`src/rtl/lfsr_rand_arbiter.sv`:
```
// rtl/lfsr_rand_arbiter.sv - LFSR-seeded round-robin arbiter with warm-up and grant stride.
// Optional grant counter port is enabled by defining LFSR_ARB_STATS_EN.
module lfsr_rand_arbiter #(
  parameter int          NUM_REQ    = 4,
  parameter int          WARMUP     = 32,
  parameter int          STRIDE     = 8,
  parameter logic [31:0] RESET_SEED = 32'hACE1_2468
) (
  input  logic               clk,
  input  logic               reset,
  input  logic [31:0]        seed,
  input  logic               seed_load,
  input  logic [NUM_REQ-1:0] req,
  output logic [NUM_REQ-1:0] gnt,
  output logic [31:0]        rand_out,
  output logic               rand_valid,
`ifdef LFSR_ARB_STATS_EN
  output logic [31:0]        grant_count,
`endif
  output logic               busy
);

  localparam int PW = (NUM_REQ > 1) ? $clog2(NUM_REQ) : 1;

  localparam logic [1:0] ST_WARMUP   = 2'd0;
  localparam logic [1:0] ST_READY    = 2'd1;
  localparam logic [1:0] ST_COOLDOWN = 2'd2;

  logic [31:0]        lfsr;
  logic [31:0]        lfsr_next;
  logic [1:0]         state;
  logic [31:0]        cnt;
  logic [PW-1:0]      ptr;
  logic [PW-1:0]      ptr_next;
  logic [NUM_REQ-1:0] elig;
  logic [NUM_REQ-1:0] gnt_next;
  logic               win_found;
  logic [PW-1:0]      win_idx;
  int                 idx;

  assign lfsr_next = {lfsr[30:0], lfsr[31] ^ lfsr[21] ^ lfsr[1] ^ lfsr[0]};
  // The requester holding the grant this cycle is masked so it cannot win twice in a row.
  assign elig      = req & ~gnt;
  assign busy      = (state == ST_WARMUP);
  assign gnt_next  = {{(NUM_REQ-1){1'b0}}, 1'b1} << win_idx;

  always_comb begin
    win_found = 1'b0;
    win_idx   = '0;
    idx       = 0;
    for (int k = 0; k < NUM_REQ; k++) begin
      idx = int'(ptr) + k;
      if (idx >= NUM_REQ) idx = idx - NUM_REQ;
      if (!win_found && elig[idx[PW-1:0]]) begin
        win_found = 1'b1;
        win_idx   = idx[PW-1:0];
      end
    end
  end

  always_comb begin
    ptr_next = win_idx + 1'b1;
    if (int'(win_idx) == NUM_REQ - 1) ptr_next = '0;
  end

  always_ff @(posedge clk or posedge reset) begin
    if (reset) begin
      lfsr        <= RESET_SEED;
      state       <= ST_WARMUP;
      cnt         <= 32'(WARMUP);
      ptr         <= '0;
      gnt         <= '0;
      rand_valid  <= 1'b0;
      rand_out    <= '0;
`ifdef LFSR_ARB_STATS_EN
      grant_count <= '0;
`endif
    end else begin
      gnt        <= '0;
      rand_valid <= 1'b0;
      if (seed_load) begin
        // A zero seed would lock the LFSR at zero forever.
        lfsr  <= (seed == 32'h0) ? 32'h1 : seed;
        cnt   <= 32'(WARMUP);
        state <= ST_WARMUP;
`ifdef LFSR_ARB_STATS_EN
        grant_count <= '0;
`endif
      end else begin
        lfsr <= lfsr_next;
        case (state)
          ST_WARMUP, ST_COOLDOWN: begin
            cnt <= cnt - 32'd1;
            if (cnt == 32'd1) state <= ST_READY;
          end
          ST_READY: begin
            if (win_found) begin
              gnt        <= gnt_next;
              rand_out   <= lfsr;
              rand_valid <= 1'b1;
              ptr        <= ptr_next;
`ifdef LFSR_ARB_STATS_EN
              grant_count <= grant_count + 32'd1;
`endif
              if (STRIDE > 1) begin
                state <= ST_COOLDOWN;
                cnt   <= 32'(STRIDE - 1);
              end
            end
          end
          default: begin
            state <= ST_WARMUP;
            cnt   <= 32'(WARMUP);
          end
        endcase
      end
    end
  end

endmodule

```
`config.mk`:
```
export PLATFORM = sky130hd
export DESIGN_NAME = lfsr_rand_arbiter
export DESIGN_NICKNAME = d
export VERILOG_FILES = /design/src/rtl/lfsr_rand_arbiter.sv
export SDC_FILE = /design/constraint.sdc
export NUM_CORES = 1
export LEC_CHECK = 0
export BUFFER_PORTS_ARGS = -buffer_cell sky130_fd_sc_hd__buf_4
export CAP_MARGIN = 30
export CELL_PAD_IN_SITES_DETAIL_PLACEMENT = 0
export CELL_PAD_IN_SITES_GLOBAL_PLACEMENT = 1
export CORE_MARGIN = 4
export CORE_UTILIZATION = 39
export DETAILED_ROUTE_END_ITERATION = 10
export PLACE_DENSITY_LB_ADDON = 0.1
export SYNTH_ARGS = -nofsm -noshare
export SYNTH_HDL_FRONTEND = slang
export SYNTH_SLANG_ARGS = --single-unit
```
`constraint.sdc`:
```
create_clock -name clk -period 2.9 [get_ports clk]
set_input_delay 0.29 -clock clk [delete_from_list [all_inputs] [get_ports clk]]
set_output_delay 0.29 -clock clk [all_outputs]
set_load 0.05 [all_outputs]
```
== Yosys cells after proc, flatten, opt, wreduce, memory -nomap -nowiden ==
Index checks and enable logic that the tools add are counted.
Storage, ports and cells
  bits in registers: 105
  input port bits: 39
  output and inout bits: 38
Operators by class
  add/sub/neg operators: 9
  order comparisons: 8
  eq/ne operators: 6
  shift-type cells: 1
  mux-type cells: 36
  bitwise logic cells: 6
  reduce and logical (&&, ||, !) cells: 11
Operators with widths (number)
  $mux W32: 4
  $pmux W32 S2: 1
  $eq A32 B1 Y1 const B: 1
  $logic_not A32 Y1: 1
  $sub A32 B1 Y32 const B: 1
  $mux W2: 12
  $lt A2 B3 Y1 const B: 4
  $mux W4: 3
  $mux W1: 11
  $ge A3 B3 Y1 const B: 3
  $bmux W1 S2: 4
  $sub A2 B1 Y2 const B: 4
  $add A2 B2 Y3 const B: 2
  $ne A3 B3 Y1 const B: 2
  $and A4 B4 Y4: 1
  $eq A2 B1 Y1 const B: 2
  $not A4 Y4: 1
  $pmux W2 S2: 1
  $shl A1 B2 Y4 const A: 1
  $add A2 B1 Y3 const B: 1
  $ge A2 B3 Y1 const B: 1
  $logic_and A1 B1 Y1: 3
  $logic_not A1 Y1: 3
  $reduce_and A3 Y1: 1
  7 further kinds: 9

== Depth between registers and ports, before layout ==
Gate-level depths: netlist (run 1).
  word-level depth: 18
  mapped depth: 8

== Least setup slack after synthesis (run 1) ==
No wires, ideal clock.
  kind: flip-flop to flip-flop
  from: reg gnt[2]
  to: reg cnt[11]
  arrival: 2173 ps
  data required time: 2790 ps
  slack: 617 ps
  cell stages (with the launch flop): 8
  path buffers: 2
  cell sequence: dfrtp_1 > nor2b_1 > or4_1 > clkbuf_1 > nor2_1 > clkbuf_1 > o21ai_0 > o41ai_1
On the way
  cells in the longest elaborated chain, start to end: 15
  elaborated cells on any way between the ends: 21
  classes of those cells: eq/ne (1); mux (12); bitwise (2); reduce/logical (6)
Ends and longest elaborated chain
  start, declared: line 14  | output logic [NUM_REQ-1:0] gnt,
  start signal, assigned: line 98  | gnt <= gnt_next;
  $not A4 Y4 *: line 43  | assign elig = req & ~gnt;
  $and A4 B4 Y4 *: line 43
  $bmux W1 S2: line 54  | if (!win_found && elig[idx[PW-1:0]]) begin
  $mux W1 (not written as such): line 54
  $mux W1: line 54
  $logic_not A1 Y1: line 54
  $logic_and A1 B1 Y1: line 54
  $mux W1: line 54
  $logic_not A1 Y1: line 54
  $logic_and A1 B1 Y1: line 54
  $mux W1: line 54
  $logic_not A1 Y1: line 54
  $logic_and A1 B1 Y1: line 54
  $mux W1 *: line 54
  $ne A3 B3 Y1 (no source line) *
  end signal, assigned: line 70  | cnt <= 32'(WARMUP);
  end signal, assigned: line 84  | cnt <= 32'(WARMUP);
  end signal, assigned: line 93  | cnt <= cnt - 32'd1;
  end, declared: line 32  | logic [31:0] cnt;
Mark *: on every way between the ends. The rest lies on a longest branch, timed or not. The select of a mux whose other input is x is not followed.
A chain may end at the register's enable or synchronous reset.

== Final worst setup path (run 1) ==
  from: reg cnt[10]
  to: reg cnt[26]
On the way
  cells in the longest elaborated chain, start to end: 3
Ends and longest elaborated chain
  $sub A32 B1 Y32: line 93
  $pmux W32 S2: line 91  | case (state)
  $mux W32: line 81  | if (seed_load) begin
No other way between the ends.

==> results of run 1 <==
[routing by layer]
layer	vias to the layer above	track usage (%)	wire (um)
li1	1873	-	-
met1	1811	22.2	5350
met2	79	26.9	5450
met3	7	5.60	569
met4	0	4.44	108
met5	-	0	0
[cells in the final DEF, fill, tap and decap left out, drive strengths merged, types with 3 or more instances in the layout]
cell type / netlist / final
dfstp: 14 / 14
o31ai: 4 / 4
a21oi: 15 / 15
or4: 8 / 8
or3: 7 / 7
and2: 3 / 3
nor3: 7 / 7
o21ai: 35 / 35
inv: 6 / 6
o41ai: 3 / 3
clkinv: 1 / 4
a21o: 3 / 3
a31oi: 7 / 7
mux2: 31 / 31
a211oi: 3 / 3
and3: 5 / 5
o211ai: 3 / 3
buf: 2 / 86
nand3: 12 / 12
o311ai: 4 / 4
dfrtp: 91 / 91
nand2: 116 / 116
ha: 6 / 6
clkbuf: 22 / 11
nor2b: 5 / 5
or2: 4 / 4
nor4: 16 / 16
nor2: 31 / 31
nand4: 4 / 4
[final cells by class]
| class | count | area [um^2] | area share [%] |
|---|---|---|---|
| timing repair buffer | 86 | 658 | 11.1 |
| tap | 168 | 210 | 3.56 |
| sequential | 105 | 2650 | 44.7 |
| inverter | 7 | 30.0 | 0.508 |
| multi-input combinational | 352 | 2080 | 35.1 |
| clock buffer | 11 | 253 | 4.28 |
| clock inverter | 5 | 38.8 | 0.656 |
[final timing paths]
path                           from           to  slack (ps)
max                         cnt[10]      cnt[26]         570
min                           reset       cnt[9]         110
max reg2reg                 cnt[10]      cnt[26]         570
min reg2reg                 lfsr[8]  rand_out[8]         470
max in group asynchronous     reset     lfsr[10]        2000
min in group clk           seed[28]     lfsr[28]         180
[power by group through the flow]
stage | Sequential (mW) | Combinational [mW] | Clock, mW
2_1_floorplan | 2.44 | 0.658 | 0
3_3_place_gp | 1.98 | 1.59 | 0
3_5_place_dp | 1.98 | 1.62 | 0
4_1_cts | 1.96 | 1.62 | 1.23
5_1_grt | 2.00 | 1.75 | 1.29
6_report | 1.96 | 1.60 | 1.18
[cells by family (layout without fill, tap and decap cells)]
| kind of cell | after synthesis | after routing |
|---|---|---|
| AND/OR/NAND/NOR | 223 | 223 |
| flip-flops | 105 | 105 |
| AO/OA/AOI/OAI | 87 | 87 |
| multiplexers | 32 | 32 |
| buffers and inverters | 31 | 109 |
| adder cells (fa/ha/maj) | 6 | 6 |
| XOR/XNOR | 4 | 4 |
[metrics by stage]
| step | worst slack (ps) | utilization [%] | instance area, um^2 |
|---|---|---|---|
| after detailed placement | 595 | 46.6 | 5620 |
| after CTS | 569 | 49.0 | 5910 |
| after global routing | 293 | 49.0 | 5910 |
| after floorplan | 617 | - | 4840 |
| after global placement | 620 | 46.6 | 5620 |
| final | 572 | 49.0 | 5910 |
[registers in the layout, summed over array words and instances, names as in the netlist]
| signal | count |
|---|---|
| ptr | 2 |
| rand_out | 32 |
| gnt | 4 |
| lfsr | 32 |
| cnt | 32 |
| state | 2 |
| rand_valid | 1 |
[synth_stat cells, types with 6 or more instances]
library cell,n,area (um^2)
dfstp_2,14,368
nor2_1,31,116
mux2_2,31,349
a21oi_1,15,75.1
or4_1,7,52.6
clkbuf_1,22,82.6
inv_1,6,22.5
a31oi_1,7,43.8
dfrtp_1,91,2280
nor4_1,14,87.6
o21ai_0,34,170
ha_1,6,75.1
nand3_1,11,55.1
nand2_1,116,435
nor3_1,6,30.0
[worst max-delay path, delay by kind of cell, from the launching register on]
| family | cells | cell delay [ps] |
|---|---|---|
| simple gates | 4 | 1660 |
| compound gates | 1 | 160 |
| flops | 1 | 420 |
==> results.toml, run 1 <==
[sta]
drv_slew = 0
finalSetupViolCount = 0
max_freq_mhz = 430
fin_crit_sh_pct = 80.3
period_needed_ps = 2330
timing.hold.ws_ps = 113
tns_ps = 0
slew_headroom_pct = 30.7
tightest_slew_ps = 1030
clock_skew_ps = 9.20
hold_viol_final = 0
rsz0062_at_grt = "false"

[clock_network]
cts.sinks = 105
worstSkewPairLatency_ps = 350
cts.clk_slew.worst_paths_ps = 70
cts_buffers = 9
cts_resized = 0
clk_path_buf_depth = 2
cts.hold.buffers_added = 0
cts_root_buf = "clkbuf_16"
post-cts-setup-buffers = 0
cts_tree = "yes"
h-tree-depth = 3

[die]
rows = 40
boundaryPins = 77
fp.dieH_um = 119
initial_core_util_pct = 40.1
die_w_um = 119
die-area_mm2 = 0.0143
core_mm2 = 0.0121

[global_routing]
grt_max_degree = 41
antenna_found_initial = 0
overflow = 0
grt_pass1_wl_um = 19400
grt_use_total_pct = 16.9
grt_pass1_vias = 3819

[yosys]
synthXorXnorAreaFrac_pct = 0.724
synth-async-reset-ratio_pct = 100
ys.flop_type = "dfrtp_1"
synthCells = 488
syn_nets = 533
synth_top_family_by_area = "simple AND/OR/NAND/NOR gates"
synth_edf_count = 0
yosysSeqAreaShare_pct = 54.7
synth.mux.area_fraction_pct = 7.42
synth-simple-area-share_pct = 22.2
ys_warn_count = 0
synth_compound_area_share_pct = 11.0
synth-seq-cells = 105
netlist_area_mm2 = 0.00484
synth_cell_types = 53
synthAdderAreaFrac_pct = 1.55
syn_area_per_cell_um2 = 9.92

[routing]
viasPerCell = 5.14
drtIter0Drc = 208
ant_nets = 0
routed_wl_um = 11500
dr.pass1.iters = 4
vias = 3770
wl_per_cell_um = 15.6
drcViolationCount = 0

[pwr]
total_power_mw = 4.73
power_frac_comb_pct = 33.8
power.share.switching_pct = 38.1
seq_power_share_pct = 41.3
p_sw_mw = 1.80
ir_drop_uv = 515
pwr-share-clk_pct = 24.8
p_leak_nw = 2.81
intPower_mw = 2.93
powerDensity_mw_per_mm2 = 801

[setup_path]
critPathRequiredTime_ps = 3160
critPathMaxFanout = 8
critPathCaptureType = "flip-flop"
cp_slowest_cell = "or4_4"
reg2reg_depth = 5
critPathKind = "reg2reg"
cp-start-kind = "flip-flop"
arrival_ps = 2590
crit_chain = "or4_4 -> nor4_4 -> nand3_2 -> or4_1 -> o211ai_1"
slowest_delay_ps = 560

[final_layout]
final_layout_size_suffix_gt1_share_pct = 28.4
num-nets-final = 606
antenna_cells = 0
n_fill_cell = 1148
syn_to_final_growth_pct = 22.2
stdcell_count = 734

[place]
placed_cells = 718
hpwlAfterDp_um = 7880
gp_congestion = 0.769
port_buffers = 76

[worst_hold_path]
hold_class = "in2async"

[job]
cap_violations = 0

[run_status]
outcome = "completed"
(Power assumes the default switching activity.)
==> inputs of run 2 (changes only) <==
ABC_AREA = 1   (was unset)
CORE_UTILIZATION = 42   (was 39)
clock period = 2.36 ns   (was 2.9 ns; I/O delays follow)
==> run 2 against run 1 <==
Against the previous run:
- non-clock buffer count is 2 higher
- register-to-register slack worse by 380 ps
- global-route usage is 2.0 points higher
- maximum frequency is 7.6% higher
- final area is 8.4% higher
- largest power group unchanged
- core utilization is 3.7 points higher
- highest routed layer unchanged
- combinational power is 30% higher
- die area is 1.3% higher
==> results.toml, run 2 <==
[routing]
wl_met1_um = 5840
ant_nets = 0
wl_met2_um = 6120
drtIter0Drc = 290
dr.pass1.iters = 5
drcViolationCount = 0
wl_met3_um = 786
routed_wl_um = 13000
viasPerCell = 4.95
highest_layer = "met4"
wl_per_cell_um = 13.7
vias = 4667

[die]
core_mm2 = 0.0122
rows = 40
die-area_mm2 = 0.0144
initial_core_util_pct = 43.5
fp.dieH_um = 120
die_w_um = 120
boundaryPins = 77

[yosys]
netlist_area_mm2 = 0.00529
yosys.area.top_type = "dfrtp_1"
syn_nets = 740
synth-async-reset-ratio_pct = 100
syn_area_per_cell_um2 = 7.60
ys.flop_type = "dfrtp_1"
yosysSeqAreaShare_pct = 50.0
yosysMostFrequentCell = "nand2_1"
synth_cell_types = 28
ys_warn_count = 0
synth_edf_count = 0
synth_area_leaders = "dfrtp_1 (43%), nand2_1 (14%), o21ai_0 (8.6%)"
synthTopCellsByCount = "nand2_1 (195), dfrtp_1 (91), o21ai_0 (91)"
synthCells = 695
synth-seq-cells = 105
synth_top_area_share_pct = 43.1

[clock_network]
post-cts-setup-buffers = 0
cts_root_buf = "clkbuf_16"
cts.clk_slew.worst_paths_ps = 80
cts_tree = "yes"
h-tree-depth = 3
cts.sinks = 105
clk_path_buf_depth = 2
cts_buffers = 9
worstSkewPairLatency_ps = 350

[sta]
slew_headroom_pct = 59.8
drv_slew = 0
period_needed_ps = 2160
finalSetupViolCount = 0
max_freq_mhz = 462
rsz0062_at_grt = "false"
clock_skew_ps = 5.78
hold_viol_final = 0
tightest_slew_ps = 602
fin_crit_sh_pct = 91.7
timing.hold.ws_ps = 92.5
tns_ps = 0

[place]
placed_cells = 926
gp_congestion = 0.860
hpwlAfterDp_um = 9490
port_buffers = 76

[setup_path]
arrival_ps = 2390
critPathMaxFanout = 7
crit_chain = "inv_2 -> nand2_1 -> nand2_1 -> nand3_1 -> nand2_2 -> nand2_2 -> nor2_4 -> nand2_1 -> o21ai_0 -> ha_1 -> nand2_1 -> o21ai_0"
crit_path_frequent_cell = "nand2_1"
cp-start-kind = "flip-flop"
critPathKind = "reg2reg"
critPathCaptureType = "flip-flop"
slowest_delay_ps = 460
critPathRequiredTime_ps = 2590
crit_buf_inv = 1
cp_slowest_cell = "dfrtp_1"
cp_top_family = "simple AND/OR/NAND/NOR gates"

[global_routing]
grt_pass1_wl_um = 21900
grt_pass1_vias = 4542
overflow = 0
grt_max_degree = 67
antenna_found_initial = 0
grt_use_total_pct = 18.9

[pwr]
power_frac_comb_pct = 35.2
power.share.switching_pct = 39.9
pwr-share-clk_pct = 26.5
intPower_mw = 3.56
powerDensity_mw_per_mm2 = 926
p_leak_nw = 3.33
p_sw_mw = 2.37
seq_power_share_pct = 38.3
ir_drop_uv = 544

[final_layout]
final_common_cell = "nand2_1"
utilization_pct = 52.7
top_regs = "cnt (32), lfsr (32), rand_out (32)"
final_layout_size_suffix_gt1_share_pct = 17.0
stdcell_count = 943
syn_to_final_growth_pct = 21.2
num-nets-final = 815
mostFrequentLayoutCells = "nand2_1 (195), o21ai_0 (91), dfrtp_1 (90)"
antenna_cells = 0

[job]
cap_violations = 0

[worst_hold_path]
hold_class = "in2reg"

[run_status]
outcome = "completed"
## run 2: cell count changes in the layout (fill, tap and decap cells not counted), moves of 7 or more
cell / previous run / this run
o21ai_0: 34 / 91
a31oi_1: 7 / 0
nor4_1: 14 / 1
nor2_1: 31 / 87
or4_1: 7 / 0
nand3_1: 11 / 43
nand2_1: 116 / 195
inv_1: 5 / 82
mux2_2: 31 / 0
a21oi_1: 15 / 2
nand4_1: 4 / 31
## run 2: what timing repair did
action / 4_1_cts / 5_1_grt
endpoints found under the hold margin: 21 / 0
resized for setup: 0 / 1
endpoints found under the setup margin: 0 / 4
hold buffers: 1 / 0
## run 2: power by group through the flow
stage / registers [mW] / logic (mW) / clock network (mW)
floorplan: 2.74 / 1.02 / 0
global placement: 2.29 / 2.04 / 0
detailed placement: 2.30 / 2.08 / 0
CTS: 2.27 / 2.09 / 1.62
global route: 2.31 / 2.31 / 1.70
finish: 2.27 / 2.08 / 1.57
## run 2: stage by stage
step	area (um^2)	power, mW	setup slack (ps)
global route	6410	6.32	38.8
CTS	6400	5.99	122
finish	6410	5.93	197
global placement	6080	4.33	314
floorplan	5290	3.76	347
detailed placement	6080	4.39	141
## run 2: final cells by class
class                           count  area (um^2)
Fill cell                        1187         5760
Sequential cell                   105         2650
Multi-Input combinational cell    480         2190
Timing Repair Buffer               88          713
Inverter                           86          332
Clock buffer                        9          225
Tap cell                          168          210
Clock inverter                      7         88.8
## run 2: worst reg2reg max path, cell delays in order (launching register included)
cell and delay (ps):
dfrtp_1 460, inv_2 140, nand2_1 80, nand2_1 120
nand3_1 100, nand2_2 120, nand2_2 70, nor2_4 110
nand2_1 60, o21ai_0 340, ha_1 310, nand2_1 60
o21ai_0 70
## run 2: logic make-up after synthesis
group / Yosys count / synth area share (%)
adder cells (fa/ha/maj): 6 / 1.42
flip-flops: 105 / 50.0
XOR/XNOR: 7 / 1.16
AO/OA/AOI/OAI: 98 / 9.35
AND/OR/NAND/NOR: 369 / 29.5
buffers and inverters: 110 / 8.50
## run 2: worst paths after layout
| kind | start | to | slack, ps | cells after the start |
|---|---|---|---|---|
| setup / recovery | ptr[1] | ptr[1] | 200 | 12 |
| min in group asynchronous | reset | cnt[3] | 510 | 3 |
| hold reg to reg | lfsr[26] | lfsr[27] | 480 | 2 |
| max in group asynchronous | reset | lfsr[26] | 1150 | 4 |
| hold / removal | seed[12] | lfsr[12] | 90 | 3 |
| setup reg to reg | ptr[1] | ptr[1] | 200 | 12 |
## run 2: per-layer routing
layer	up-vias	global-route usage, %
met5	-	0
met4	0	6.80
met3	17	5.14
met2	126	30.9
met1	2161	24.2
li1	2363	-
